## config.mk

```make
export PLATFORM = sky130hd
export DESIGN_NAME = alu_share_ctrl
export DESIGN_NICKNAME = d
export VERILOG_FILES = /design/src/rtl/alu_pkg.sv /design/src/rtl/rr_arb2.sv /design/src/rtl/alu_share_ctrl.sv
export SDC_FILE = /design/constraint.sdc
export NUM_CORES = 1
export LEC_CHECK = 0
export CAP_MARGIN = 20
export CORE_ASPECT_RATIO = 0.5
export CORE_MARGIN = 2
export CORE_UTILIZATION = 30
export DETAILED_ROUTE_END_ITERATION = 8
export PLACE_DENSITY = 0.63
export SKIP_CTS_REPAIR_TIMING = 1
export SLEW_MARGIN = 20
export SYNTH_ARGS = -nofsm -noshare
export SYNTH_HDL_FRONTEND = slang
export SYNTH_SLANG_ARGS = --single-unit
```

## constraint.sdc

```tcl
create_clock -name clk -period 3.1 [get_ports clk]
set_clock_uncertainty 0.15 [all_clocks]
set_input_delay 0.62 -clock clk [delete_from_list [all_inputs] [get_ports clk]]
set_output_delay 0.62 -clock clk [all_outputs]
set_load 0.005 [all_outputs]
```

## src/rtl/alu_pkg.sv

```systemverilog
// Shared constants for the ALU sharing controller: widths, salu opcodes and FSM state encoding.
package alu_pkg;
  localparam int DATA_W = 16;
  localparam int OP_W   = 4;
  localparam int FLAG_W = 4;

  localparam logic [3:0] ALU_SUB = 4'b0001;
  localparam logic [3:0] ALU_SLL = 4'b1000;
  localparam logic [3:0] ALU_SLR = 4'b1001;
  localparam logic [3:0] ALU_SRL = 4'b1010;
  localparam logic [3:0] ALU_SRA = 4'b1011;

  typedef enum logic [1:0] {
    ST_IDLE = 2'd0,
    ST_EXEC = 2'd1,
    ST_RESP = 2'd2
  } state_e;
endpackage

```

## src/rtl/rr_arb2.sv

```systemverilog
// Two-way round-robin arbiter: on a tie the requester that did not win last time is granted.
module rr_arb2 (
  input  logic [1:0] valid,
  input  logic       last_owner,
  output logic       grant,
  output logic       any
);
  // grant selection; with a single valid the lone requester wins
  always_comb begin
    grant = 1'b0;
    if (valid == 2'b11) begin
      grant = ~last_owner;
    end else begin
      grant = valid[1];
    end
  end

  assign any = |valid;
endmodule

```

## src/rtl/alu_share_ctrl.sv

```systemverilog
// Sequences two requesters onto one shared combinational ALU: accept, execute one cycle, hold the result.
module alu_share_ctrl
  import alu_pkg::*;
#(
  parameter int DATA_W = alu_pkg::DATA_W,
  parameter int OP_W   = alu_pkg::OP_W,
  parameter int FLAG_W = alu_pkg::FLAG_W
) (
  input  logic              clk,
  input  logic              rst,
  input  logic              req0_valid,
  output logic              req0_ready,
  input  logic [OP_W-1:0]   req0_op,
  input  logic [DATA_W-1:0] req0_a,
  input  logic [DATA_W-1:0] req0_b,
  output logic              resp0_valid,
  input  logic              resp0_ready,
  output logic [DATA_W-1:0] resp0_data,
  output logic [FLAG_W-1:0] resp0_flags,
  input  logic              req1_valid,
  output logic              req1_ready,
  input  logic [OP_W-1:0]   req1_op,
  input  logic [DATA_W-1:0] req1_a,
  input  logic [DATA_W-1:0] req1_b,
  output logic              resp1_valid,
  input  logic              resp1_ready,
  output logic [DATA_W-1:0] resp1_data,
  output logic [FLAG_W-1:0] resp1_flags,
  output logic [DATA_W-1:0] alu_a,
  output logic [DATA_W-1:0] alu_b,
  output logic [OP_W-1:0]   alu_salu,
  input  logic [DATA_W-1:0] alu_aout,
  input  logic [FLAG_W-1:0] alu_fout
);
  state_e            state_q, state_d;
  logic              owner_q, owner_d;
  logic              last_owner_q, last_owner_d;
  logic [DATA_W-1:0] alu_a_q, alu_a_d;
  logic [DATA_W-1:0] alu_b_q, alu_b_d;
  logic [OP_W-1:0]   alu_salu_q, alu_salu_d;
  logic [DATA_W-1:0] res_q, res_d;
  logic [FLAG_W-1:0] flg_q, flg_d;
  logic              resp0_valid_q, resp0_valid_d;
  logic              resp1_valid_q, resp1_valid_d;
  logic              grant_s, any_s, idle_s;

  rr_arb2 u_arb (
    .valid      ({req1_valid, req0_valid}),
    .last_owner (last_owner_q),
    .grant      (grant_s),
    .any        (any_s)
  );

  assign idle_s     = (state_q == ST_IDLE) & ~rst;
  assign req0_ready = idle_s & any_s & ~grant_s;
  assign req1_ready = idle_s & any_s & grant_s;

  // next-state and datapath register updates
  always_comb begin
    state_d       = state_q;
    owner_d       = owner_q;
    last_owner_d  = last_owner_q;
    alu_a_d       = alu_a_q;
    alu_b_d       = alu_b_q;
    alu_salu_d    = alu_salu_q;
    res_d         = res_q;
    flg_d         = flg_q;
    resp0_valid_d = resp0_valid_q;
    resp1_valid_d = resp1_valid_q;
    case (state_q)
      ST_IDLE: begin
        if (any_s) begin
          state_d      = ST_EXEC;
          owner_d      = grant_s;
          last_owner_d = grant_s;
          alu_a_d      = grant_s ? req1_a  : req0_a;
          alu_b_d      = grant_s ? req1_b  : req0_b;
          alu_salu_d   = grant_s ? req1_op : req0_op;
        end else begin
          state_d = ST_IDLE;
        end
      end
      ST_EXEC: begin
        res_d         = alu_aout;
        flg_d         = alu_fout;
        resp0_valid_d = ~owner_q;
        resp1_valid_d = owner_q;
        state_d       = ST_RESP;
      end
      ST_RESP: begin
        if ((resp0_valid_q & resp0_ready) | (resp1_valid_q & resp1_ready)) begin
          resp0_valid_d = 1'b0;
          resp1_valid_d = 1'b0;
          state_d       = ST_IDLE;
        end else begin
          state_d = ST_RESP;
        end
      end
      default: begin
        resp0_valid_d = 1'b0;
        resp1_valid_d = 1'b0;
        state_d       = ST_IDLE;
      end
    endcase
  end

  // state registers; reset discards any in-flight transaction
  always_ff @(posedge clk) begin
    if (rst) begin
      state_q       <= ST_IDLE;
      owner_q       <= 1'b0;
      last_owner_q  <= 1'b1;
      alu_a_q       <= '0;
      alu_b_q       <= '0;
      alu_salu_q    <= '0;
      res_q         <= '0;
      flg_q         <= '0;
      resp0_valid_q <= 1'b0;
      resp1_valid_q <= 1'b0;
    end else begin
      state_q       <= state_d;
      owner_q       <= owner_d;
      last_owner_q  <= last_owner_d;
      alu_a_q       <= alu_a_d;
      alu_b_q       <= alu_b_d;
      alu_salu_q    <= alu_salu_d;
      res_q         <= res_d;
      flg_q         <= flg_d;
      resp0_valid_q <= resp0_valid_d;
      resp1_valid_q <= resp1_valid_d;
    end
  end

  assign alu_a       = alu_a_q;
  assign alu_b       = alu_b_q;
  assign alu_salu    = alu_salu_q;
  assign resp0_valid = resp0_valid_q;
  assign resp1_valid = resp1_valid_q;
  assign resp0_data  = res_q;
  assign resp1_data  = res_q;
  assign resp0_flags = flg_q;
  assign resp1_flags = flg_q;
endmodule
```

After elaboration in Yosys (flattened, before gate mapping) --
Index checks and enable logic that the tools add are counted.
Word-level totals: bits of input ports 98, output and inout port bits 80, register bits after elaboration 62, logic and storage cells 40
Cells by class: reduce and logical (&&, ||, !) cells 4, mux-type cells 10, equality and inequality tests 4, bitwise gates (word level) 12
Operators with widths (number):
- $mux W16 | 2
- $and A1 B1 Y1 | 6
- $pmux W1 S3 | 2
- $pmux W2 S3 | 1
- $not A1 Y1 | 5
- $eq A2 B2 Y1 const B | 2
- $mux W4 | 1
- $reduce_and A2 Y1 | 2
- $mux W1 | 3
- $eq A2 B1 Y1 const B | 1
- $logic_not A2 Y1 | 1
- $mux W2 | 1
- $ne A2 B2 Y1 const B | 1
- $reduce_or A2 Y1 | 1
- $or A1 B1 Y1 | 1

Depth between registers and ports, before layout --
Gate-level depths: netlist (run 1).
depth in word-level cells 4, mapped depth 6, gate-level depth less buffers 3

Modules after synthesis --
Synthesis (run 1) repeated with hierarchy kept, for this count alone.
Unflattened totals: cells, all modules 261, area, all modules 2753.9 um^2
By module, submodules not included:
- alu_share_ctrl | times used 1, sequential area each 1241.2 um^2, area each 2740.1 um^2, cells each 259
- rr_arb2 | times used 1, sequential area each 0.0 um^2, area each 13.8 um^2, cells each 2

Worst setup path before layout (run 1) --
OpenSTA, ideal clock, no wires.
kind input to output, from in rst, to out req0_ready, buffers on the path 2, path slack 1.007 ns, data required time 2.330 ns, data arrival time 1.323 ns, cell stages on the path 3, path through clkbuf_1 -> buf_1 -> nor3_1
On the way: longest elaborated chain between the ends 4
Ends and longest elaborated chain:
- start, declared | line alu_share_ctrl.sv:10 | input logic rst,
- $not A1 Y1 | line alu_share_ctrl.sv:54 | assign idle_s = (state_q == ST_IDLE) & ~rst;
- $and A1 B1 Y1 | line alu_share_ctrl.sv:54
- $and A1 B1 Y1 (2 in a row) | line alu_share_ctrl.sv:55 | assign req0_ready = idle_s & any_s & ~grant_s;
- end, declared | line alu_share_ctrl.sv:12 | output logic req0_ready,
Every way passes these cells.

Final worst setup path (run 1) --
from in req0_valid, to out req0_ready
On the way: longest elaborated chain between the ends 4, elaborated cells on any way between the ends 6, those cells by class eq/ne (1); mux (1); bitwise (3); reduce/logical (1)
Ends and longest elaborated chain:
- start, declared | line alu_share_ctrl.sv:11 | input logic req0_valid,
- $eq A2 B2 Y1 | line rr_arb2.sv:11 | if (valid == 2'b11) begin
- $mux W1 | line rr_arb2.sv:11
- $not A1 Y1 | line alu_share_ctrl.sv:55
- $and A1 B1 Y1 (*) | line alu_share_ctrl.sv:55
Mark *: on every way between the ends. The rest lies on a longest branch, timed or not.

==> impl_metrics.ini, run 1 <==
[critical_path]
critPathRequiredTime_ns = 2.33
worst_path_most_repeated_cell = clkdlybuf4s50_1
end_kind = output pin
cp_max_fo = 4
critical_path_arrival_ns = 2.05
crit_chain = clkdlybuf4s50_1, or2_1, nand2_1, nor3_1, clkdlybuf4s50_1
critPathMaxStageDelay_ns = 0.56
cp_num_buf_inv = 2
crit_family = buffers and inverters
cpMaxStageDelayCell = clkdlybuf4s50_1
worstSetupPathType = in2out
start_kind = input port

[layout]
drive_gt1_frac = 0.114
stdcell_count = 633
fill_cells = 913
antenna_cells = 0
nNetsFinal = 591
syn2layout_area_growth_pct = 67.2

[sta]
grt_setup_unrepaired = no
tightestPinTransition_ns = 0.873
hold_viol_final = 0
period_minus_slack_ns = 2.82
finalCritPeriodShare = 0.909
slew_headroom = 0.418
fmax_mhz = 355
setup_viol = 0
finalSetupTns_ns = 0
slew_violations = 0
whs_ns = 0.314

[drt]
wl_met1_um = 4090
wl_per_cell_um = 14.8
drt_wl_total_um = 9340
first_pass_iters = 4
highest_layer = met4
first_iter_violations = 177
dr_wl_met2_um = 4700
met3_length_um = 421
viasPerCell = 4.67
vias = 2955
ant_nets = 0
route.detailed.drc = 0

[floorplanning]
row_count = 25
placeableCoreArea_sq_mm = 0.00951
start_util = 0.310
ios = 178
die_y_um = 74.1
fp.dieArea_sq_mm = 0.0107
die_w_um = 144

[power]
vdd_drop_max_mv = 0.279
p_total_uw = 2580
p_leak_uw = 0.00178
p_per_area_mw_per_mm2 = 524

[grt]
grt_first_pass_wirelength_um = 14400
grt_pass1_vias = 2770
grt_antenna_before_repair = 0
overflow = 0
grt_use_total = 0.173
grt_max_degree = 63

[place]
dp_cells = 617
gp_congestion = 0.765
hpwl_um = 6400
numPortBuffers = 177

[clock_tree]
cts_tree = yes
clockBufferDepth = 2
clock-sinks = 62
cts_max_level = 3
clk-insertion-delay-late_ns = 0.32
root_buffer = clkbuf_16
clk_pin_slew_worst_paths_ns = 0.05
numCtsBuffers = 9

[synth]
async_reset_ff_frac = 0
ys_seq_area_frac = 0.421
synth_fp_nets = 446
synth_compound_area_frac = 0.291
ys_types = 23
synth_top_area_frac = 0.421
synth_seq_cells = 62
synthMuxAreaShare = 0.00339
yosys_warnings = 0
syn-instance-count = 348
synth.area.top_cells = dfxtp_1, a311oi_2, nand2_1
syn_area_per_cell_sq_um = 8.48
synth_common_cells = nand2_1, dfxtp_1, a21oi_1, a311oi_2, buf_4
synthFlopType = dfxtp_1
netlist_area_sq_mm = 0.00295
synth_edf_count = 0
synth_top_cell_by_area = dfxtp_1
synth-xor-area-share = 0
synth_top_family_by_area = compound AO/OA/AOI/OAI gates
synthSimpleGateAreaFrac = 0.174
synth_most_common_cell = nand2_1
synth_fa_ha_area_frac = 0

[run_status]
status = finished, final reports clean

[run]
cap_viol_max_count = 0

[hold_path]
min_path_type = reg2reg
## power breakdown
group	internal, uW	leakage, uW	switching [uW]
Sequential	889	0.000512	56.6
Clock	607	0.000137	327
Combinational	408	0.00113	297
## worst min-delay path, stage by stage (launching register included)
cell and delay [ns]:
dfxtp_1 0.31, nand2_1 0.05, a21oi_1 0.05
## cell families (layout without fill, tap and decap cells)
logic type | Yosys count | after routing
buffers and inverters | 52 | 202
muxes | 1 | 1
AOI/OAI and AO/OA | 102 | 102
DFF | 62 | 62
and+or+nand+nor | 131 | 131
## layer usage
metal	GRT usage	vias to the layer above
met5	0	-
met4	0.0636	0
met3	0.0431	13
met2	0.310	87
met1	0.206	1380
li1	-	1475
## state kept, by name (all words and copies together) (netlist names)
| name | cells |
|---|---|
| alu_b | 16 |
| resp1_valid | 1 |
| resp0_data | 16 |
| alu_a | 16 |
| resp0_flags | 4 |
| last_owner_q | 1 |
| alu_salu | 4 |
| owner_q | 1 |
| resp0_valid | 1 |
| state_q | 2 |
## final cells by class
cell class	count	area, sq um	share of cell area
multi-input combinational	234	1400	0.283
tap	135	169	0.0342
timing repair buffer	186	1850	0.374
sequential	62	1240	0.252
clock buffer	16	282	0.0571
## path summary, 6_finish.rpt
kind / to / slack [ns] / start / depth (start not counted)
max: req0_ready / 0.28 / req0_valid / 5
min: resp0_data[4]$_SDFFE_PP0N_ / 0.31 / resp0_data[4]$_SDFFE_PP0N_ / 2
max reg2reg: alu_b[15]$_SDFFE_PP0P_ / 1.21 / state_q[0]$_SDFF_PP0_ / 5
min reg2reg: resp0_data[4]$_SDFFE_PP0N_ / 0.31 / resp0_data[4]$_SDFFE_PP0N_ / 2
## placed cells by master, fill, tap and decap left out, drive strengths merged
master	count
clkdlybuf4s50	176
nand2	116
or2	1
mux2i	1
nand2b	1
a221o	1
and2	1
a21bo	2
nor2	6
a21oi	61
dfxtp	62
nand3	1
nor2b	3
nor3	2
clkbuf	16
a21boi	1
a2bb2oi	1
buf	10
a311oi	36
## through the flow
step / utilization / setup WS [ns] / instance area, sq um
after CTS: 0.519 / 0.280 / 4930
after floorplan: - / 1.01 / 2950
after detailed placement: 0.489 / 0.281 / 4650
after global routing: 0.519 / 0.200 / 4930
final: 0.519 / 0.283 / 4930
after global placement: 0.489 / 0.286 / 4650
No activity file was read; power rests on OpenSTA's default activity.
==> run 2, diff against run 1 <==
Settings changed: CAP_MARGIN 20 to default.
==> results of run 2 <==
The final DEF is identical to that of run 1; final timing and power are the same.
==> run 3, diff against run 2 <==
Settings changed: CORE_UTILIZATION 30 to 40, PLACE_DENSITY 0.63 to 0.81.
==> run 3 against run 2 <==
Net effect:
- combinational power decreased by 0.6%
- register-to-register slack worse by 0.08 ns
- global-route usage grew 4.5 points
- critical path depth stayed put
- worst setup slack lost 0.076 ns
- non-clock buffer count down 1
- hold slack better by 0.010 ns
- core utilization increased by 17 points
- total power up 12%
- die area shrank 24%
- cell area increased by 0.68%
- critical endpoint is now req1_ready
- largest cell class unchanged
- largest power group is now clock
- highest routed layer unchanged
==> impl_metrics.ini, run 3 (same netlist as run 1, synthesis figures left out) <==
[run_status]
status = finished, final reports clean

[hold_path]
min_to = resp0_data[13]$_SDFFE_PP0N_
min_from = resp0_data[13]$_SDFFE_PP0N_
holdPathStages = 2
min_path_type = reg2reg

[clock_tree]
root_buffer = clkbuf_16
cts_tree = yes
clk-insertion-delay-late_ns = 0.33
clockBufferDepth = 2
cts_max_level = 3
clk_pin_slew_worst_paths_ns = 0.05
clock-sinks = 62
numCtsBuffers = 9

[sta]
timing.final.ws_setup_ns = 0.207
fmax_mhz = 346
slew_headroom = 0.448
setup_viol = 0
finalSetupTns_ns = 0
whs_ns = 0.324
grt_setup_unrepaired = no
period_minus_slack_ns = 2.89
tightestPinTransition_ns = 0.828
hold_viol_final = 0
finalCritPeriodShare = 0.933
slew_violations = 0

[drt]
met3_length_um = 499
vias = 2993
highest_layer = met4
first_iter_violations = 206
first_pass_iters = 6
ant_nets = 0
viasPerCell = 5.05
dr_wl_met2_um = 4360
wl_met1_um = 3670
route.detailed.drc = 0
wl_per_cell_um = 14.9
drt_wl_total_um = 8840

[critical_path]
r2r-start = state_q[0]$_SDFF_PP0_
critPathRequiredTime_ns = 2.33
worstSetupPathType = in2out
cp_max_fo = 9
crit_chain = clkdlybuf4s50_1, a21boi_4, nand2_1, nor2_1, clkdlybuf4s50_1
worst_path_most_repeated_cell = clkdlybuf4s50_1
reg2reg_depth = 5
end_kind = output pin
start_kind = input port
critPathMaxStageDelay_ns = 0.50
cpMaxStageDelayCell = clkdlybuf4s50_1
r2r_slack_ns = 1.13
r2r-end = alu_b[2]$_SDFFE_PP0P_
critical_path_arrival_ns = 2.12

[layout]
final_cell_area_sq_mm = 0.00497
fill_cells = 577
layout_common_cells = clkdlybuf4s50_1, nand2_1, dfxtp_1
antenna_cells = 0
layout_commonest_cell = clkdlybuf4s50_1
syn2layout_area_growth_pct = 68.4
multi_input_area_sq_mm = 0.00140
drive_gt1_frac = 0.121
nNetsFinal = 590
register_area_sq_mm = 0.00124

[floorplanning]
die_w_um = 125
row_count = 22
placeableCoreArea_sq_mm = 0.00724
die_y_um = 64.7
fp.dieArea_sq_mm = 0.00812
start_util = 0.408
ios = 178

[place]
hpwl_um = 6140
gp_congestion = 0.869
numPortBuffers = 177
post_dp_cell_area_sq_mm = 0.00460
dp_slack_ns = 0.214

[grt]
grt_pass1_vias = 2897
grt_first_pass_wirelength_um = 14000
grt_max_degree = 63
grt_use_total = 0.218
overflow = 0
grt_antenna_before_repair = 0

[power]
p_leak_uw = 0.00181
vdd_drop_max_mv = 0.348
p_per_area_mw_per_mm2 = 582
p_total_uw = 2890

[run]
cap_viol_max_count = 0
## run 3: cell count changes in the layout (fill, tap and decap cells not counted)
| cell | change |
|---|---|
| clkinvlp_4 | +1 |
| buf_4 | -1 |
| clkbuf_1 | -4 |
| bufinv_16 | +4 |
| clkbuf_8 | -2 |
| clkinv_2 | +1 |
## run 3: worst max path at each step
stage | endpoint | from | slack [ns]
after floorplan | req0_ready | rst | 1.01
after detailed placement | req1_ready | req1_valid | 0.21
after global routing | req0_ready | req0_valid | 0.10
after global placement | req1_ready | req1_valid | 0.23
final | req1_ready | req0_valid | 0.21
after CTS | req1_ready | req1_valid | 0.22
## run 3: final cells by class
cell class	instances	share of cell area
clock buffers	10	0.0481
well taps	96	0.0242
repair buffers	185	0.370
flip-flops and latches	62	0.250
clock inverters	6	0.0267
multi-input cells	234	0.281
## run 3: stage by stage
stage,utilization,cells
final,0.686,593
after floorplan,-,348
after detailed placement,0.635,577
after CTS,0.686,593
after global routing,0.686,593
after global placement,0.635,577
## run 3: per-layer routing
layer  global-route usage  up-vias
met4                0.115        0
met2                0.380      105
met5                    0        -
met3               0.0652       30
met1                0.245     1381
li1                     -     1477
## run 3: worst max-delay path, delay by kind of cell
kind,cells,cell delay (ns)
simple gates,2,0.21
buf+inv,2,0.99
compound gates,1,0.29
## run 3: report_power, final
part           switching (uW)  internal, uW
clock network             360           886
registers                57.2           888
logic                     294           406
total                     712          2180
